## src/rtl/shader_ctrl_pkg.sv

```systemverilog
// Shared types and field positions for the shader instruction-load sequencer.
// Command byte layout: [7:6] opcode, [5:0] load length - 1, [3:0] register address.
package shader_ctrl_pkg;

  typedef enum logic [1:0] {
    OP_NOP       = 2'b00,
    OP_WRITE_REG = 2'b01,
    OP_LOAD      = 2'b10,
    OP_RSVD      = 2'b11
  } opcode_e;

  typedef enum logic [1:0] {
    ST_IDLE     = 2'd0,
    ST_REG_DATA = 2'd1,
    ST_LOAD     = 2'd2
  } state_e;

  localparam int unsigned OPC_MSB  = 7;
  localparam int unsigned OPC_LSB  = 6;
  localparam int unsigned ADDR_MSB = 3;
  localparam int unsigned LEN_MSB  = 5;

  // Wide enough for a load count of 64.
  localparam int unsigned CNT_W = 7;

  function automatic int unsigned idx_width(input int unsigned n);
    return (n > 1) ? $clog2(n) : 1;
  endfunction

endpackage

```

## src/rtl/shader_load_ctrl_if.sv

```systemverilog
// Bus bundle between the sequencer, the SPI byte receiver, the shader core,
// the instruction memory and the user register bank.
interface shader_load_ctrl_if #(
  parameter int unsigned MEM_DEPTH = 8,
  parameter int unsigned NUM_REGS  = 4
);
  import shader_ctrl_pkg::*;

  localparam int unsigned PTR_W = idx_width(MEM_DEPTH);
  localparam int unsigned RA_W  = idx_width(NUM_REGS);

  logic             cs;
  logic             byte_valid;
  logic [7:0]       rx_byte;
  logic             mode;
  logic             exec_req;
  logic             exec_gnt;
  logic             mem_shift;
  logic             mem_load;
  logic [7:0]       mem_instr;
  logic             reg_wr;
  logic [RA_W-1:0]  reg_addr;
  logic [7:0]       reg_data;
  logic [PTR_W-1:0] ptr;
  logic             busy;
  logic             err;

  modport master (
    input  cs, byte_valid, rx_byte, exec_req,
    output mode, exec_gnt, mem_shift, mem_load, mem_instr,
           reg_wr, reg_addr, reg_data, ptr, busy, err
  );

  modport slave (
    output cs, byte_valid, rx_byte, exec_req,
    input  mode, exec_gnt, mem_shift, mem_load, mem_instr,
           reg_wr, reg_addr, reg_data, ptr, busy, err
  );

endinterface

```

## src/rtl/shader_mem_arbiter.sv

```systemverilog
// Shift-port arbiter: an SPI load byte always wins over a core rotation request.
// Grant/shift strobes and the rotation pointer are registered here.
module shader_mem_arbiter
  import shader_ctrl_pkg::*;
#(
  parameter int unsigned MEM_DEPTH = 8
) (
  input  logic                            clk_i,
  input  logic                            rst_i,
  input  logic                            load_req,
  input  logic [7:0]                      load_byte,
  input  logic                            exec_req,
  input  logic                            exec_allow,
  output logic                            exec_gnt,
  output logic                            mem_shift,
  output logic                            mem_load,
  output logic [7:0]                      mem_instr,
  output logic [idx_width(MEM_DEPTH)-1:0] ptr
);

  localparam int unsigned PTR_W = idx_width(MEM_DEPTH);

  logic load_sel;
  logic exec_sel;

  always_comb begin
    load_sel = load_req;
    exec_sel = exec_req & exec_allow & ~load_req;
  end

  // MEM_DEPTH is a power of two, so the pointer wraps on its own.
  always_ff @(posedge clk_i) begin
    if (rst_i) begin
      exec_gnt  <= 1'b0;
      mem_shift <= 1'b0;
      mem_load  <= 1'b0;
      mem_instr <= 8'h00;
      ptr       <= '0;
    end else begin
      exec_gnt  <= exec_sel;
      mem_shift <= load_sel | exec_sel;
      mem_load  <= load_sel;
      if (load_sel) mem_instr <= load_byte;
      if (load_sel | exec_sel) ptr <= ptr + PTR_W'(1);
    end
  end

endmodule

```

## src/rtl/shader_load_ctrl.sv

```systemverilog
// Command sequencer between the SPI byte receiver and shader instruction memory.
// Optional sticky error flag: define SHADER_CTRL_ERR_EN; otherwise err is tied low.
//
// state       | meaning
// ST_IDLE     | command mode, decoding opcode bytes, core rotations granted
// ST_REG_DATA | next byte is the data for the latched register address
// ST_LOAD     | data mode, each byte is loaded into memory, core stalled
module shader_load_ctrl
  import shader_ctrl_pkg::*;
#(
  parameter int unsigned MEM_DEPTH = 8,
  parameter int unsigned NUM_REGS  = 4
) (
  input logic               clk_i,
  input logic               rst_i,
  shader_load_ctrl_if.master bus
);

  localparam int unsigned     RA_W      = idx_width(NUM_REGS);
  localparam logic [CNT_W-1:0] DEPTH_CNT = CNT_W'(MEM_DEPTH);

  state_e           state_q, state_d;
  logic [CNT_W-1:0] rem_q, rem_d;
  logic [RA_W-1:0]  addr_q, addr_d;
  logic             addr_bad_q, addr_bad_d;
  logic             mode_q, mode_d;
  logic             reg_wr_q, reg_wr_d;
  logic [RA_W-1:0]  reg_addr_q, reg_addr_d;
  logic [7:0]       reg_data_q, reg_data_d;
  logic             cs_q;
  logic             load_req;

  opcode_e          opcode;
  logic             byte_ok;
  logic             cs_rise;
  logic             new_addr_bad;
  logic [CNT_W-1:0] len_cnt;

  assign opcode       = opcode_e'(bus.rx_byte[OPC_MSB:OPC_LSB]);
  assign byte_ok      = bus.byte_valid & ~bus.cs;
  assign cs_rise      = bus.cs & ~cs_q;
  assign new_addr_bad = ({1'b0, bus.rx_byte[ADDR_MSB:0]} >= 5'(NUM_REGS));
  assign len_cnt      = CNT_W'(bus.rx_byte[LEN_MSB:0]) + CNT_W'(1);

  always_ff @(posedge clk_i) begin
    if (rst_i) begin
      state_q    <= ST_IDLE;
      rem_q      <= '0;
      addr_q     <= '0;
      addr_bad_q <= 1'b0;
      mode_q     <= 1'b0;
      reg_wr_q   <= 1'b0;
      reg_addr_q <= '0;
      reg_data_q <= 8'h00;
      cs_q       <= 1'b1;
    end else begin
      state_q    <= state_d;
      rem_q      <= rem_d;
      addr_q     <= addr_d;
      addr_bad_q <= addr_bad_d;
      mode_q     <= mode_d;
      reg_wr_q   <= reg_wr_d;
      reg_addr_q <= reg_addr_d;
      reg_data_q <= reg_data_d;
      cs_q       <= bus.cs;
    end
  end

  always_comb begin
    state_d    = state_q;
    rem_d      = rem_q;
    addr_d     = addr_q;
    addr_bad_d = addr_bad_q;
    mode_d     = mode_q;
    reg_wr_d   = 1'b0;
    reg_addr_d = reg_addr_q;
    reg_data_d = reg_data_q;
    load_req   = 1'b0;

    if (cs_rise && (state_q != ST_IDLE)) begin
      state_d = ST_IDLE;
      mode_d  = 1'b0;
    end else if (byte_ok) begin
      unique case (state_q)
        ST_IDLE: begin
          unique case (opcode)
            OP_WRITE_REG: begin
              addr_d     = bus.rx_byte[RA_W-1:0];
              addr_bad_d = new_addr_bad;
              state_d    = ST_REG_DATA;
            end
            OP_LOAD: begin
              rem_d   = (len_cnt > DEPTH_CNT) ? DEPTH_CNT : len_cnt;
              mode_d  = 1'b1;
              state_d = ST_LOAD;
            end
            default: ;
          endcase
        end
        ST_REG_DATA: begin
          if (!addr_bad_q) begin
            reg_wr_d   = 1'b1;
            reg_addr_d = addr_q;
            reg_data_d = bus.rx_byte;
          end
          state_d = ST_IDLE;
        end
        ST_LOAD: begin
          load_req = 1'b1;
          rem_d    = rem_q - CNT_W'(1);
          // Leave data mode together with the final load pulse.
          if (rem_q == CNT_W'(1)) begin
            mode_d  = 1'b0;
            state_d = ST_IDLE;
          end
        end
        default: state_d = ST_IDLE;
      endcase
    end
  end

  assign bus.mode     = mode_q;
  assign bus.reg_wr   = reg_wr_q;
  assign bus.reg_addr = reg_addr_q;
  assign bus.reg_data = reg_data_q;
  assign bus.busy     = (state_q != ST_IDLE);

  shader_mem_arbiter #(.MEM_DEPTH(MEM_DEPTH)) u_arb (
    .clk_i      (clk_i),
    .rst_i      (rst_i),
    .load_req   (load_req),
    .load_byte  (bus.rx_byte),
    .exec_req   (bus.exec_req),
    .exec_allow (state_q != ST_LOAD),
    .exec_gnt   (bus.exec_gnt),
    .mem_shift  (bus.mem_shift),
    .mem_load   (bus.mem_load),
    .mem_instr  (bus.mem_instr),
    .ptr        (bus.ptr)
  );

`ifdef SHADER_CTRL_ERR_EN
  logic err_q;
  logic err_set;

  always_comb begin
    err_set = 1'b0;
    if ((state_q == ST_LOAD) && cs_rise && (rem_q != '0)) err_set = 1'b1;
    if ((state_q == ST_IDLE) && byte_ok &&
        ((opcode == OP_RSVD) || ((opcode == OP_WRITE_REG) && new_addr_bad)))
      err_set = 1'b1;
  end

  always_ff @(posedge clk_i) begin
    if (rst_i) err_q <= 1'b0;
    else if (err_set) err_q <= 1'b1;
  end

  assign bus.err = err_q;
`else
  assign bus.err = 1'b0;
`endif

endmodule

```

## src/flat_wrapper.sv

```systemverilog
// flat-port wrapper written by rule: the top's interface ports become plain ports
module shader_load_ctrl_flat import shader_ctrl_pkg::*;
#(
  parameter int unsigned MEM_DEPTH = 8,
  parameter int unsigned NUM_REGS  = 4
)
  (clk_i, rst_i, bus_cs, bus_byte_valid, bus_rx_byte, bus_exec_req, bus_mode, bus_exec_gnt, bus_mem_shift, bus_mem_load, bus_mem_instr, bus_reg_wr, bus_reg_addr, bus_reg_data, bus_ptr, bus_busy, bus_err);
  shader_load_ctrl_if #(.MEM_DEPTH(MEM_DEPTH), .NUM_REGS(NUM_REGS)) bus_i ();
  input logic clk_i;
  input logic rst_i;
  input wire logic [$bits(bus_i.cs)-1:0] bus_cs;
  input wire logic [$bits(bus_i.byte_valid)-1:0] bus_byte_valid;
  input wire logic [$bits(bus_i.rx_byte)-1:0] bus_rx_byte;
  input wire logic [$bits(bus_i.exec_req)-1:0] bus_exec_req;
  output wire logic [$bits(bus_i.mode)-1:0] bus_mode;
  output wire logic [$bits(bus_i.exec_gnt)-1:0] bus_exec_gnt;
  output wire logic [$bits(bus_i.mem_shift)-1:0] bus_mem_shift;
  output wire logic [$bits(bus_i.mem_load)-1:0] bus_mem_load;
  output wire logic [$bits(bus_i.mem_instr)-1:0] bus_mem_instr;
  output wire logic [$bits(bus_i.reg_wr)-1:0] bus_reg_wr;
  output wire logic [$bits(bus_i.reg_addr)-1:0] bus_reg_addr;
  output wire logic [$bits(bus_i.reg_data)-1:0] bus_reg_data;
  output wire logic [$bits(bus_i.ptr)-1:0] bus_ptr;
  output wire logic [$bits(bus_i.busy)-1:0] bus_busy;
  output wire logic [$bits(bus_i.err)-1:0] bus_err;
  assign bus_i.cs = bus_cs;
  assign bus_i.byte_valid = bus_byte_valid;
  assign bus_i.rx_byte = bus_rx_byte;
  assign bus_i.exec_req = bus_exec_req;
  assign bus_mode = bus_i.mode;
  assign bus_exec_gnt = bus_i.exec_gnt;
  assign bus_mem_shift = bus_i.mem_shift;
  assign bus_mem_load = bus_i.mem_load;
  assign bus_mem_instr = bus_i.mem_instr;
  assign bus_reg_wr = bus_i.reg_wr;
  assign bus_reg_addr = bus_i.reg_addr;
  assign bus_reg_data = bus_i.reg_data;
  assign bus_ptr = bus_i.ptr;
  assign bus_busy = bus_i.busy;
  assign bus_err = bus_i.err;
  shader_load_ctrl #(.MEM_DEPTH(MEM_DEPTH), .NUM_REGS(NUM_REGS)) u_core (.clk_i(clk_i), .rst_i(rst_i), .bus(bus_i));
endmodule
```

## config.mk

```make
export PLATFORM = sky130hd
export DESIGN_NAME = shader_load_ctrl_flat
export DESIGN_NICKNAME = d
export VERILOG_FILES = /design/src/rtl/shader_ctrl_pkg.sv /design/src/rtl/shader_load_ctrl_if.sv /design/src/rtl/shader_mem_arbiter.sv /design/src/rtl/shader_load_ctrl.sv /design/src/flat_wrapper.sv
export SDC_FILE = /design/constraint.sdc
export NUM_CORES = 1
export LEC_CHECK = 0
export ABC_AREA = 1
export BUFFER_PORTS_ARGS = -buffer_cell sky130_fd_sc_hd__buf_2
export CAP_MARGIN = 20
export CORE_MARGIN = 1
export CORE_UTILIZATION = 40
export DETAILED_ROUTE_END_ITERATION = 10
export PLACE_DENSITY_LB_ADDON = 0.15
export SYNTH_ARGS = -nofsm -noshare
export SYNTH_HDL_FRONTEND = slang
export SYNTH_SLANG_ARGS = --single-unit
export TNS_END_PERCENT = 50
```

## constraint.sdc

```tcl
create_clock -name clk_i -period 3.4 [get_ports clk_i]
set_clock_uncertainty 0.2 [all_clocks]
set_input_delay 0.51 -clock clk_i [delete_from_list [all_inputs] [get_ports clk_i]]
set_output_delay 0.51 -clock clk_i [all_outputs]
set_load 0.03 [all_outputs]
```

# Word level (Yosys, flattened, before mapping)
# Index checks and enable logic that the tools add are counted.
# Widths: inputs -> output; s select.
[word_totals]
output_inout_bits = 28
mem_bits_rw = 0
latchBits = 0
romBits = 0
in_bits = 13
regBits = 39
wordCells = 64
memories = 0
[op_classes]
n_shift = 0
mul = 0
magnitude_cmp = 2
add_sub_neg = 3
div_mod_pow = 0
n_bitwise = 12
n_mux = 13
reduce_logical = 11
eq_ne = 9
[op_table]
columns = ["op", "n"]
rows = [
  ["$reduce_and 4->1", 4],
  ["$mux 7", 2],
  ["$pmux 7 s2", 1],
  ["$pmux 2 s2", 2],
  ["$add 6x1->7 const B", 1],
  ["$eq 7x1->1 const B", 1],
  ["$gt 7x4->1 const B", 1],
  ["$not 1->1", 7],
  ["$sub 7x1->7 const B", 1],
  ["$mux 1", 6],
  ["$and 1x1->1", 4],
  ["$eq 2x1->1 const B", 2],
  ["$eq 2x2->1 const B", 2],
  ["$ge 4x3->1 const B", 1],
  ["$ne 2x2->1 const B", 2],
  ["$reduce_bool 2->1", 2],
  ["$reduce_or 4->1", 1],
  ["$add 3x1->3 const B", 1],
  ["$ne 3x3->1 const B", 1],
  ["$reduce_and 3->1", 1],
  ["$logic_not 2->1", 1],
  ["$mux 2", 1],
  ["$ne 2x1->1 const B", 1],
  ["$pmux 1 s2", 1],
  ["3 further kinds", 3],
]

# Depth between registers and ports, before layout
# Gate-level depths: netlist of run 1.
[depth]
word_depth = 7
mapped_depth = 9
depth_no_buf = 9

# Hierarchy
# A second synthesis of run 1 with hierarchy kept.
[hier_totals]
hier_cells = 241
hier_area_um2 = 1735.4
[by_module_without_submodules]
columns = ["mod", "instances", "seq_area_each_um2", "area_per_inst_um2", "cells_each"]
rows = [
  ["shader_load_ctrl", 1, 500.5, 1211.2, 172],
  ["shader_mem_arbiter", 1, 280.3, 524.3, 69],
]

# Least setup slack after synthesis of run 1
# Ideal clock, no wire load.
[synth_path]
kind = "input port to flip-flop"
startpoint = "input bus_rx_byte[6]"
endpoint = "register u_core.rem_q[5]"
arrival_ns = 1.302
n_path_buf = 0
required_ns = 3.084
path_slack_ns = 1.782
setup_ns = 0.116
cell_stages = 8
path_cell_list = "inv_1 -> ha_1 -> inv_1 -> nand2_1 -> nand3_4 -> nor2_1 -> nand2_1 -> nor3b_2"
[synth_between]
elab_chain_cells = 3
[synth_lines]
columns = ["element", "line_no", "rtl"]
rows = [
  ["from (decl)", "flat_wrapper.sv:13", "input wire logic [$bits(bus_i.rx_byte)-1:0] bus_rx_byte;"],
  ["$eq 2x2->1", "shader_load_ctrl.sv:86", "unique case (opcode)"],
  ["$ne 2x2->1 (no source line)", "n/a", ""],
  ["$reduce_and 4->1 (no source line)", "n/a", ""],
  ["to (signal assigned)", "shader_load_ctrl.sv:58", "rem_q <= rem_d;"],
  ["to (decl)", "shader_load_ctrl.sv:23", "logic [CNT_W-1:0] rem_q, rem_d;"],
]
# Every way passes these cells.
# A chain may end at the register's enable or synchronous reset.

# Worst setup path after layout of run 1
[layout_path]
startpoint = "register u_core.state_q[0]"
endpoint = "output bus_busy"
[layout_between]
elab_chain_cells = 1
[layout_lines]
columns = ["element", "line_no", "rtl"]
rows = [
  ["from (decl)", "shader_load_ctrl.sv:22", "state_e state_q, state_d;"],
  ["from (signal assigned)", "shader_load_ctrl.sv:57", "state_q <= state_d;"],
  ["$reduce_bool 2->1", "shader_load_ctrl.sv:126", "assign bus.busy = (state_q != ST_IDLE);"],
  ["to (decl)", "flat_wrapper.sv:24", "output wire logic [$bits(bus_i.busy)-1:0] bus_busy;"],
]
# Every way passes these cells.

==> impl.org, run 1 <==
** Pwr
- Power comes to roughly 1.0 mW.
- Standby leakage power :: 1.036 nW
- Worst supply voltage drop on vdd :: 0.0002441 V
- Power per standard cell area :: approximately 500 nW/µm²

** STA
- Counting I/O delays and the setup requirement, the final critical path takes between 1.5 and 2 ns.
- Max Freq :: around 0.54 GHz
- Number of failing hold endpoints at the final stage :: 0
- Setup repair after global routing missed its margin :: no
- Final-layout setup total negative slack :: 0 ns
- In the finished design, the share of the clock period the worst path needs comes to 54.38%.
- The final number of max-transition violations was 0.
- For the pin with the worst max-slew slack, the measured transition is 0.7589 ns.
- Tightest hold margin :: 0.2010 ns
- Setup violations remaining at the end of the flow were counted as 0.
- The worst pin sits at a relative slew slack of 49.35%.

** Floorplanning
- The floorplan step defined a die boundary enclosing 4709 µm².
- Number of placement rows :: 23
- The floorplan step set the die width to around 69 µm.
- In this run the count of I/O pins placed on the die edge is 41.
- Die Y :: around 69 µm
- Placeable core region :: 4144 µm²
- For this configuration, the core starts out at a cell density of approximately 43%.

** Placed design
- After legalization and detailed placement, the total HPWL measured 2754 µm.
- Once placement finished, the instance area stood at 1987 µm².
- Count of input and output buffers :: 39
- Number of placed instances with taps included :: 317
- At the end of routability-driven placement, the weighted congestion stood at 0.8215.

** Clock tree
- Buffer cell driving the clock tree root :: sky130_fd_sc_hd__clkbuf_8
- Post-CTS repair changed the size of 0 cells.
- H-tree Lvls :: 2
- Number of setup buffers added after CTS :: 0
- Number of buffers added by the clock tree synthesis step :: 5
- Clock latency on the worst-skew pair :: about 0.29 ns
- After clock tree synthesis, the clock-pin slew on the worst setup and hold paths is roughly 0.08 ns.
- TritonCTS sink count :: 39
- No sink is reached through more buffers than the 2 on the longest clock path.
- TritonCTS built the clock tree.
- Number of hold buffers added after cts :: 0

** Routing
- After detailed routing, the average wire length per cell comes to 11.64 µm.
- Via count :: 1589
- Final antenna-violating net count :: 0
- Post-detailed-route via-to-cell ratio :: 4.889
- Number of optimization iterations in the first detailed-route pass :: 4
- After detailed routing, the total wire length is 3783 µm.
- WL met3 :: about 210 µm
- For this run, design rule violations remaining after detail routing come to 0.
- Total met2 wirelength after detailed routing :: 1659 µm
- The highest metal layer carrying signal wires in the routed design is met4.
- After the first detailed-routing iteration, the DRC count stood at 95.
- M1 WL :: between 1500 and 2000 µm

** Setup path
- Data required time of the critical path :: 2.69 ns
- Crit Path Max Fanout :: 5
- R2R Path Start :: u_core.state_q[1]$_SDFFE_PP0P_
- The largest single stage delay on the critical path is 0.38 ns.
- The worst register-to-register path has a setup slack of 1.65 ns.
- STA classifies the critical path endpoint as an output port.
- Critical path buffer and inverter count :: 2
- Slowest stage cell on the critical path :: sky130_fd_sc_hd__dfxtp_1
- Category of the worst setup path launch point :: register
- Traced cell by cell, the critical path runs through nor2_2 > inv_1 > buf_2.
- Largest delay share family, worst path :: flip-flops
- At the worst endpoint, the arrival time is 1.14 ns.
- Origin of the worst setup path :: u_core.state_q[0]$_SDFFE_PP0P_
- The worst setup path is of the register to output port kind.

** Synth
- The number of nets in the synthesized netlist is 256.
- The mapped netlist covers around 1800 µm².
- Synthesis produced 236 cells.
- Synth unique cells :: 30
- Part of the Yosys area used for sequential elements :: 43.97%
- Number of warning messages in the yosys log :: 0
- Seq cells post-synth :: 39
- Post-Synthesis Mean Instance Area :: about 7.5 µm²

** Layout
- Fill count :: approximately 430
- Area growth, synth to finish :: 18.25%
- The finished layout holds 325 standard cells, fillers aside.
- 0 antenna diodes ended up in the layout.
- Leading cell type in the layout, fill and taps excluded :: sky130_fd_sc_hd__nor2_1
- After the last flow step, the layout net total stands at between 200 and 300.
- The library cells used most frequently in the layout, excluding fill and tap cells, are sky130_fd_sc_hd__nor2_1 (44), sky130_fd_sc_hd__buf_2 (39), sky130_fd_sc_hd__dfxtp_1 (39).
- The finished cells cover 2100 µm².
- Of the cells placed in the final design, the portion with a size suffix greater than 1 is between 20% and 30%.

** Worst hold path
- In this run the worst hold path is classified as primary input to register.
- Startpoint of the worst hold path :: bus_cs

** Global routing
- Entering global routing, the biggest net connects 30 pins.
- Number of antenna violations at the first check in global routing :: 0
- The first global-routing pass estimated 6354 µm of wire.
- Total routing resource utilization after global routing :: between 10% and 20%
- The total overflow left after global routing is 0.
- The via count of the first global-routing pass came to 1387.

** Run status
- The run finished with clean final reports.

** Run
- Across the run, the number of max-cap violations was 0.
## cells by family (layout without fill, tap and decap cells)
| family | after synthesis | in the layout | synth area share [%] |
|---|---|---|---|
| AOI/OAI and AO/OA | 55 | 55 | 15.86 |
| xor gates and xnor gates | 2 | 2 | 0.9868 |
| DFF | 39 | 39 | 43.97 |
| other | 1 | 1 | 0.2112 |
| buffers and inverters | 35 | 74 | 8.315 |
| adders and majority gates | 7 | 7 | 4.933 |
| and+or+nand+nor | 97 | 97 | 25.72 |
## worst paths after layout
path                            depth (start not counted)                             endpoint
worst max-delay path                                    3                             bus_busy
worst min-delay path                                    3               u_core.cs_q$_SDFF_PP1_
worst max register to register                          8     u_core.u_arb.ptr[2]$_SDFFE_PP0P_
worst min register to register                          2  u_core.bus.reg_data[1]$_SDFFE_PP0P_
## sequential cells by signal, summed over array words and instances, names as in the netlist, 2 cells and up
signal                  count
u_core.addr_q               2
u_core.u_arb.ptr            3
u_core.bus.reg_addr         2
u_core.rem_q                7
u_core.u_arb.mem_instr      8
u_core.bus.reg_data         8
u_core.state_q              2
## worst reg2reg max path: cells and delay by family, from the launching register on
| kind | cells | cell delay [ns] |
|---|---|---|
| AND/OR/NAND/NOR | 5 | 0.71 |
| flip-flops | 1 | 0.41 |
| buffers and inverters | 3 | 0.33 |
## power by group
group	switching, mW	total [mW]	leakage [nW]	internal [mW]
clock network	0.171	0.389	0.0581	0.218
logic	0.113	0.165	0.661	0.0521
registers	0.0144	0.492	0.317	0.478
total	0.298	1.05	1.04	0.749
## cell usage after synthesis (all sizes together)
| cell type | count | area share, % |
|---|---|---|
| o21ai | 31 | 8.7 |
| clkbuf | 2 | 0.49 |
| and3 | 1 | 0.35 |
| o211ai | 1 | 0.42 |
| ha | 7 | 4.9 |
| nor2 | 47 | 11 |
| nand3b | 2 | 0.85 |
| nand4 | 4 | 1.4 |
| buf | 6 | 2.1 |
| nand2 | 29 | 6.6 |
| conb | 1 | 0.21 |
| nor3b | 1 | 0.70 |
| inv | 27 | 5.7 |
| a21boi | 1 | 0.42 |
| nor3 | 4 | 1.4 |
| dfxtp | 39 | 44 |
| a31oi | 1 | 0.35 |
| nand3 | 9 | 3.5 |
| xor2 | 2 | 0.99 |
| a21oi | 21 | 5.9 |
## per-layer routing
| layer | vias to the layer above | GRT usage [%] |
|---|---|---|
| li1 | 843 | - |
| met1 | 702 | 23.49 |
| met2 | 37 | 28.92 |
| met3 | 7 | 5.428 |
| met4 | 0 | 8.073 |
| met5 | - | 0 |
## metrics by stage
step	setup slack, ns	utilization, %
after floorplan	1.782	-
after global placement	1.480	47.95
after detailed placement	1.430	47.95
after CTS	1.538	50.66
after global routing	1.459	50.66
final	1.551	50.66
## cell type report
class / count / area [µm²] / area share [%]
clock buffer: 5 / 68.82 / 3.278
multi-input combinational: 162 / 847.1 / 40.35
tap: 50 / 62.56 / 2.980
timing repair buffer: 39 / 195.2 / 9.297
clock inverter: 3 / 43.79 / 2.086
inverter: 27 / 101.3 / 4.827
sequential: 39 / 780.7 / 37.19
Power figures use the tool's default switching activity.
==> run 2: changes to the inputs <==
--- a/config.mk
+++ b/config.mk
@@ -5,7 +5,7 @@
 export SDC_FILE = /design/constraint.sdc
 export NUM_CORES = 1
 export LEC_CHECK = 0
-export ABC_AREA = 1
+export ABC_AREA = 0
 export BUFFER_PORTS_ARGS = -buffer_cell sky130_fd_sc_hd__buf_2
 export CAP_MARGIN = 20
 export CORE_MARGIN = 1
==> constraint.sdc (replaced) <==
create_clock -name clk_i -period 1.6 [get_ports clk_i]
set_clock_uncertainty 0.2 [all_clocks]
set_input_delay 0.24 -clock clk_i [delete_from_list [all_inputs] [get_ports clk_i]]
set_output_delay 0.24 -clock clk_i [all_outputs]
set_load 0.03 [all_outputs]
==> run 2 against run 1 <==
Against the previous run:
- the run now ends with negative setup slack left
- final area up 31%
- synthesized cell count down 9.3%
- critical endpoint is now u_core.rem_q[6]$_SDFFE_PP0P_
- combinational power up 110%
- sequential power up 110%
- sequential share of layout area down 8.8 points
- critical path depth up 1
- register-to-register slack worse by 1.9 ns
- core utilization up 13 points
- worst setup slack worse by 1.8 ns
- non-clock buffer count up 44
==> impl.org, run 2 <==
** Run status
- Outcome :: finished, violations left
- The final reports fail on negative setup slack.

** Routing
- Via count :: 1763 (+11%)
- The post-detailed-route via-to-cell ratio is 5.155 (+5.4%).
- The DRC violations left came to 0 (unchanged).
- The detailed-route wire length per cell is 13.88 µm (+19%).
- The routed wire length came to 4748 µm (+26%).
- Final antenna-violating net count :: 0 (unchanged)
- Number of optimization iterations in the first detailed-route pass :: 4 (unchanged)
- Initial detailed-routing violation count :: 79 (-17%)

** Synth
- Ranked by instance count, the synthesized netlist is headed by sky130_fd_sc_hd__dfxtp_1 (39), sky130_fd_sc_hd__nand2_1 (24), sky130_fd_sc_hd__a21oi_1 (21), sky130_fd_sc_hd__nor2_1 (21), sky130_fd_sc_hd__mux2i_1 (14).
- Number of warning messages in the yosys log :: 0 (unchanged)
- Most frequently used cell type in the post-synthesis netlist :: sky130_fd_sc_hd__dfxtp_1
- For this run, the leading register cell type out of synthesis is sky130_fd_sc_hd__dfxtp_1.
- Synthesized instance count :: 214 (-9.3%)
- Largest cells by area after synthesis :: sky130_fd_sc_hd__dfxtp_1 (43%), sky130_fd_sc_hd__mux2i_1 (7.7%), sky130_fd_sc_hd__a21oi_1 (5.8%)
- Post-Synthesis Mean Instance Area :: 8.484 µm² (+13%)
- The count of flip-flops with a built-in enable after synthesis came to 0 (unchanged).
- The share of the yosys chip area belonging to registers was 43.00% (-0.97 points).
- The synthesis-stage register bit count is 39 (unchanged).
- Area share of the leading cell type in the synthesized netlist :: 43.00% (-0.97 points)
- Syn Nets :: 234 (-8.6%)
- Yosys top cell by area :: sky130_fd_sc_hd__dfxtp_1
- Synth unique cells :: 45 (+50%)
- Share of async-settable or async-resettable flops after synthesis :: 0% (unchanged)
- The mapped cell area came to 1815 µm² (+2.3%).

** STA
- The worst hold margin is 0.03501 ns (-0.1660 ns).
- The number of endpoints with negative hold slack in the final report came to 0 (unchanged).
- Share of the cycle needed by the critical path after routing :: 113.2%
- Max Freq :: roughly 0.55 GHz
- Setup repair after global routing could not meet its margin everywhere.
- Final setup vio count :: 23 (+23)
- Tmin final :: between 1.5 and 2 ns
- The final number of max-transition violations is 0 (unchanged).
- The final critical-path setup slack came to -0.2113 ns (-1.762 ns).

** Floorplanning
- Placeable core region :: 4354 µm² (+5.1%)
- Area of the die :: 4812 µm² (+2.2%)
- Die outline width :: 69.37 µm (+1.1%)
- Number of placement rows :: 24 (+4.3%)
- The die height came to 69.37 µm (+1.1%).
- The I/O pin count came to 41 (unchanged).
- The starting density of the core came to 41.70% (-1.1 points).

** Layout
- The area growth from synthesis to layout is 51.96%.
- Final design area excluding fillers :: 2759 µm² (+31%)
- Leading cell type in the layout, fill and taps excluded :: sky130_fd_sc_hd__buf_2
- Diode count :: 0 (unchanged)
- Fraction of layout instances using a drive strength above 1 :: 48.97% (+26 points)
- Post-route insts no fill :: 342 (+5.2%)
- Multi-input gate area in the final layout :: 1219 µm² (+44%)
- The number of filler cells placed in the layout came to 365 (-15%).
- The area taken by flip-flops and latches came to 783.3 µm² (+0.32%).
- Count of nets after finishing :: 309 (+5.1%)
- Commonest non-fill, non-tap cells in the layout :: sky130_fd_sc_hd__buf_2 (38), sky130_fd_sc_hd__dfxtp_1 (37), sky130_fd_sc_hd__buf_4 (34)

** Global routing
- The remaining global-route overflow came to 0 (unchanged).
- First-pass GRT wire length :: 7624 µm (+20%)
- Via count of the first global-routing pass :: 1642 (+18%)
- Number of antenna violations at the first check in global routing :: 0 (unchanged)
- Largest net degree at the start of global routing :: 18 (-40%)
- Total routing resource utilization after global routing :: 19.77% (+1.3 points)

** Setup path
- Data required time of the critical path :: 1.62 ns (-1.07 ns)
- Kind of end point of the critical path :: register
- STA classifies the critical path startpoint as a register.
- The peak fanout along the critical path came to 2 (-3).
- The data arrival at the endpoint of the critical path is 1.84 ns (+0.70 ns).
- The critical path is of the register to register type.

** Pwr
- The sequential share of power came to 49.8% (+2.8 points).
- The proportion of power drawn by the clock network came to 33.1% (-4.1 points).
- Switching portion of total power :: 28.35% (-0.13 points)
- The total power density per cell area was 732.6 nW/µm² (+47%).
- The total leakage power was 1.167 nW (+13%).
- The combinational share of power is 17.1% (+1.3 points).
- The peak supply drop came to 0.0004600 V (+88%).
- Internal power :: 1.448 mW (+93%)
- The switching power of the nets was 0.5731 mW (+92%).

** Run
- Total of max-cap violations :: 0 (unchanged)

** Clock tree
- Clock latency on the worst-skew pair :: 0.29 ns (about the same)
- The number of buffers added by the clock tree synthesis step came to 5 (unchanged).
- The maximum count of clock buffers along a single path is 2 (unchanged).
- H-tree Lvls :: 2 (unchanged)
- Number of hold buffers added after cts :: 0 (unchanged)
- The sink count of the clock tree is 39 (unchanged).
- TritonCTS built the clock tree.
- Clock tree synthesis selected as its root buffer the cell sky130_fd_sc_hd__clkbuf_8.
- The clock transition at the register clock pins on the worst setup and hold paths after CTS came to 0.08 ns (about the same).

** Placed design
- The instance count after placement with tap cells included came to 326 (+2.8%).
- The weighted congestion at the end of routability-driven global placement came to 0.7592 (-7.6%).
- Count of input and output buffers :: 39 (unchanged)
- DPL Wire Length :: 3282 µm (+19%)
- Dpl cell area :: 2293 µm² (+15%)

** Worst hold path
- In this run the worst hold path is classified as primary input to register.
==> run 2: cell count changes in the layout (fill, tap and decap cells not counted), sizes merged, moves of 5 or more <==
| cell | before | now |
|---|---|---|
| o21ai | 31 | 6 |
| mux2i | 0 | 14 |
| nand2 | 29 | 24 |
| buf | 39 | 83 |
| nor2b | 0 | 5 |
| nor2 | 47 | 21 |
| inv | 27 | 10 |
| nand3 | 9 | 3 |
==> run 2: what timing repair did <==
action	4_1_cts	5_1_grt
setup endpoints to repair	15	32
gates resized for setup	28	51
setup buffers	3	6
pin swaps	11	21
==> run 2: path summary, 6_finish.rpt <==
path                                                        startpoint                                endpoint  slack [ns]  cells after the start
worst min-delay path                                    bus_rx_byte[5]  u_core.u_arb.mem_instr[5]$_SDFFE_PP0P_        0.04                      3
worst max-delay path                    u_core.state_q[0]$_SDFFE_PP0P_            u_core.rem_q[6]$_SDFFE_PP0P_       -0.21                      4
worst max register to register          u_core.state_q[0]$_SDFFE_PP0P_            u_core.rem_q[6]$_SDFFE_PP0P_       -0.21                      4
worst min register to register  u_core.u_arb.mem_instr[2]$_SDFFE_PP0P_  u_core.u_arb.mem_instr[2]$_SDFFE_PP0P_        0.26                      2
==> run 2: area by class of cell <==
cell class	instances	area share, %
multi-input cells	150	44.17
well taps	52	2.358
clock inverters	2	0.4535
clock buffers	6	2.630
flip-flops and latches	39	28.39
repair buffers	83	20.63
inverters	10	1.361
==> run 2: cell families (layout without fill, tap and decap cells) <==
group | Yosys count | after routing | share of synthesized area (%)
DFF | 39 | 39 | 43.00
AOI/OAI and AO/OA | 44 | 44 | 14.68
and+or+nand+nor | 81 | 81 | 22.54
muxes | 14 | 14 | 7.719
xor gates and xnor gates | 3 | 3 | 1.448
adders and majority gates | 7 | 7 | 4.824
other | 1 | 1 | 0.2066
buffers and inverters | 25 | 101 | 5.583
==> run 2: worst max-delay path, stage by stage (launching register included) <==
cell and delay, ns:
sky130_fd_sc_hd__dfxtp_2 0.32, sky130_fd_sc_hd__or3b_4 0.37, sky130_fd_sc_hd__or2_4 0.26, sky130_fd_sc_hd__or4_4 0.42, sky130_fd_sc_hd__a211oi_2 0.17
==> run 2: power by group through the flow <==
stage	Sequential, mW	Combinational [mW]	Clock (mW)
finish	1.01	0.346	0.668
global route	1.01	0.373	0.716
CTS	1.01	0.301	0.681
detailed placement	1.03	0.268	0
global placement	1.03	0.267	0
floorplan	1.05	0.134	0
==> run 2: through the flow <==
stage | setup TNS, ns | utilization [%] | power (mW) | worst slack, ns
after floorplan | -0.8619 | - | 1.189 | -0.3877
after global placement | -2.914 | 52.67 | 1.295 | -0.2296
after detailed placement | -3.419 | 52.67 | 1.296 | -0.2708
after CTS | -0.8875 | 57.67 | 1.988 | -0.2200
after global routing | -3.310 | 63.36 | 2.099 | -0.2457
final | -1.337 | 63.36 | 2.021 | -0.2113
==> run 2: routing by layer <==
metal	wire, µm	vias up	part of all wire (%)	GRT usage, %
met2	2239	44	47	31.93
met3	221	4	4.7	5.087
met4	48	0	1.0	6.803
li1	-	889	-	-
met5	0	-	0	0
met1	2237	826	47	25.55
==> run 3: changes to the inputs <==
--- a/config.mk
+++ b/config.mk
@@ -12,6 +12,7 @@
 export CORE_UTILIZATION = 40
 export DETAILED_ROUTE_END_ITERATION = 10
 export PLACE_DENSITY_LB_ADDON = 0.15
+export SETUP_SLACK_MARGIN = 0.05
 export SYNTH_ARGS = -nofsm -noshare
 export SYNTH_HDL_FRONTEND = slang
 export SYNTH_SLANG_ARGS = --single-unit
==> constraint.sdc (replaced) <==
create_clock -name clk_i -period 1.6 [get_ports clk_i]
set_clock_uncertainty 0.2 [all_clocks]
set_input_delay 0.16 -clock clk_i [delete_from_list [all_inputs] [get_ports clk_i]]
set_output_delay 0.16 -clock clk_i [all_outputs]
set_load 0.03 [all_outputs]
==> run 3 against run 2 <==
Against the previous run:
- the run still ends with negative setup slack left
- global-route usage rose by 0.64 points
- die area did not move
- critical path type unchanged
- clock power rose by 2%
- worst setup slack got worse by 0.0012 ns
- highest routed layer unchanged
- non-clock buffer count rose by 1
- flip-flop and latch count did not move
- largest power group unchanged
- sequential share of layout area rose by 0.90 points
- routed wire length fell by 0.88%
- count of clock-buffer cells in the layout fell by 1
- worst hold slack got worse by 0.00065 ns
- largest cell class unchanged
- combinational power fell by 6.4%
- first-iteration DRC count rose by 65%
- critical endpoint unchanged
==> impl.org, run 3 (synthesis gave the netlist of run 2 again) <==
** Placed design
- The weighted congestion at the end of routability-driven global placement came to 0.7823 (+3.0%).
- The count of port buffers added during placement came to 39 (unchanged).
- The half-perimeter wire length after detailed placement came to 3225 µm (-1.7%).
- Setup slack at placement :: -0.1967 ns (+0.07404 ns)
- Number of placed instances with taps included :: 325 (-0.31%)
- The standard cell area after detailed placement was 2286 µm² (-0.33%).

** STA
- Final-layout setup total negative slack :: -0.9048 ns (+0.4327 ns)
- The post-route minimum period came to 1.813 ns (+0.001209 ns).
- Tightest hold margin :: 0.03437 ns (-0.0006452 ns)
- The final critical-path setup slack was -0.2125 ns (-0.001209 ns).
- The maximum frequency from static timing analysis was 0.5517 GHz (about the same).
- Count of pins over their slew limit :: 0 (unchanged)
- Number of failing hold endpoints at the final stage :: 0 (unchanged)
- The post-route clock period utilization was 113.3% (about the same).
- Setup repair after global routing missed its margin :: yes
- Final setup vio count :: 9 (-61%)

** Global routing
- The via count of the first global-routing pass came to 1667 (+1.5%).
- Number of antenna violations at the first check in global routing :: 0 (unchanged)
- The remaining global-route overflow was 0 (unchanged).
- Total routing resource utilization after global routing :: 20.41% (+0.64 points)
- Largest net degree at the start of global routing :: 23 (+5)
- The wire length of the first global-routing pass came to 7817 µm (+2.5%).

** Layout
- The number of filler cells placed in the layout was 386 (+5.8%).
- The post-layout utilization of the core came to 61.61% (-1.8 points).
- The number of nets at the end of the flow was 310 (+0.32%).
- The antenna cell count came to 0 (unchanged).
- The finished layout cell area came to 2683 µm² (-2.8%).
- Commonest non-fill, non-tap cells in the layout :: sky130_fd_sc_hd__buf_2 (38), sky130_fd_sc_hd__dfxtp_1 (35), sky130_fd_sc_hd__buf_4 (33)
- Compared with the post-synthesis result, the final layout area differs by 47.76%.
- The share of final-layout standard cells stronger than drive strength 1 came to 40.89% (-8.1 points).
- Leaving out fill and tap cells, the most frequent cell in the layout is sky130_fd_sc_hd__buf_2.
- Post-route insts no fill :: 343 (+0.29%)

** Worst hold path
- The worst hold path cell count came to 4 (+1).
- The worst hold path begins at bus_rx_byte[6].
- The worst hold path terminates at u_core.bus.reg_data[6]$_SDFFE_PP0P_.
- Worst hold path class :: primary input to register

** Run status
- The checks that failed: negative setup slack.
- The flow ran to the end, but the final reports show violations.

** Routing
- Routed Wire Length :: 4706 µm (-0.88%)
- Per-cell routed wire length :: 13.72 µm (-1.2%)
- The iteration count of the initial detailed-routing pass is 4 (unchanged).
- Initial detailed-routing violation count :: 130 (+65%)
- The total number of vias is 1763 (unchanged).
- The DRC violations left is 0 (unchanged).
- The post-detailed-route via-to-cell ratio came to 5.140 (-0.29%).
- Final antenna-violating net count :: 0 (unchanged)

** Pwr
- The peak supply drop is 0.0004412 V (-4.1%).
- The overall power after layout came to 2.014 mW (-0.36%).
- Power per standard cell area :: 750.7 nW/µm² (+2.5%)
- Standby leakage power :: 1.158 nW (-0.76%)

** Clock tree
- In this run the clock root is driven by a sky130_fd_sc_hd__clkbuf_8.
- Number of buffers added by the clock tree synthesis step :: 5 (unchanged)
- TritonCTS built the clock tree.
- Clock latency on the worst-skew pair :: 0.30 ns (about the same)
- TritonCTS sink count :: 39 (unchanged)
- H-tree Lvls :: 2 (unchanged)
- Clock-pin slew reported for the worst setup and hold paths after clock tree synthesis :: 0.08 ns (about the same)
- Buffer depth of the longest clock path :: 2 (unchanged)

** Setup path
- Arrival @ worst endpoint :: 1.84 ns (about the same)
- Data required time of the critical path :: 1.62 ns (about the same)
- The worst setup path is launched from a register.
- The worst setup path is captured at a register.
- Reg-to-reg endpoint :: u_core.rem_q[6]$_SDFFE_PP0P_
- Worst-case reg-to-reg path depth :: 4 (unchanged)
- The critical path is of the register to register type.
- In this run the critical register-to-register path is launched from u_core.state_q[0]$_SDFFE_PP0P_.
- The internal reg-to-reg setup slack came to -0.21 ns (about the same).
- The peak fanout along the critical path is 2 (unchanged).

** Run
- The total of max-cap violations was 0 (unchanged).

** Floorplanning
- Number of placement rows :: 24 (unchanged)
- The area of the die came to 4812 µm² (unchanged).
- The I/O pin count came to 41 (unchanged).
- The width of the chip was 69.37 µm (unchanged).
- Die Y :: 69.37 µm (unchanged)
- The starting density of the core was 41.70% (unchanged).
- Placeable core region :: 4354 µm² (unchanged)
==> run 3: cell count changes in the layout (fill, tap and decap cells not counted), moves of 3 or more <==
cell	change
sky130_fd_sc_hd__a21oi_1	+4
sky130_fd_sc_hd__nand2_1	+8
sky130_fd_sc_hd__nand2_2	-7
sky130_fd_sc_hd__dlygate4sd3_1	+8
sky130_fd_sc_hd__buf_6	-7
sky130_fd_sc_hd__a21oi_2	-3
==> run 3: worst max path at each step <==
stage,from,cells after the start,to
after global routing,u_core.rem_q[0]$_SDFFE_PP0P_,6,u_core.rem_q[6]$_SDFFE_PP0P_
after floorplan,u_core.state_q[0]$_SDFFE_PP0P_,6,u_core.rem_q[6]$_SDFFE_PP0P_
after detailed placement,u_core.state_q[0]$_SDFFE_PP0P_,4,u_core.rem_q[6]$_SDFFE_PP0P_
after global placement,u_core.state_q[0]$_SDFFE_PP0P_,4,u_core.rem_q[6]$_SDFFE_PP0P_
after CTS,u_core.state_q[0]$_SDFFE_PP0P_,4,u_core.rem_q[6]$_SDFFE_PP0P_
final,u_core.state_q[0]$_SDFFE_PP0P_,4,u_core.rem_q[6]$_SDFFE_PP0P_
==> run 3: power breakdown <==
part / total, mW / switching, mW / internal (mW)
clock: 0.681 / 0.378 / 0.303
sequential: 1.01 / 0.0166 / 0.993
combinational: 0.324 / 0.180 / 0.143
==> run 3: area by class of cell <==
cell class	instances	area (µm²)	share of cell area, %
well taps	52	65.06	2.425
inverters	10	37.54	1.399
multi-input cells	150	1122	41.84
repair buffers	84	583.1	21.74
flip-flops and latches	39	785.8	29.29
clock buffers	5	68.82	2.565
clock inverters	3	20.02	0.7463
==> run 3: what timing repair did <==
| item | CTS | global route |
|---|---|---|
| setup buffers | 2 | 0 |
| setup endpoints to repair | 29 | 32 |
| pin swaps | 6 | 9 |
| gates cloned | 0 | 1 |
| hold buffers | 8 | 0 |
| endpoints found under the hold margin | 12 | 0 |
| gates resized for setup | 22 | 33 |
==> run 3: layer usage <==
metal	wire, µm	GRT usage (%)
met1	2146	26.56
met5	0	0
met3	172	4.797
met4	53	6.576
met2	2334	33.33
==> run 3: worst max-delay path: stages, from the launching register on <==
cell and delay, ns:
sky130_fd_sc_hd__dfxtp_2 0.32, sky130_fd_sc_hd__or3b_4 0.37, sky130_fd_sc_hd__or2_4 0.24, sky130_fd_sc_hd__or4_4 0.42
sky130_fd_sc_hd__a211oi_2 0.19
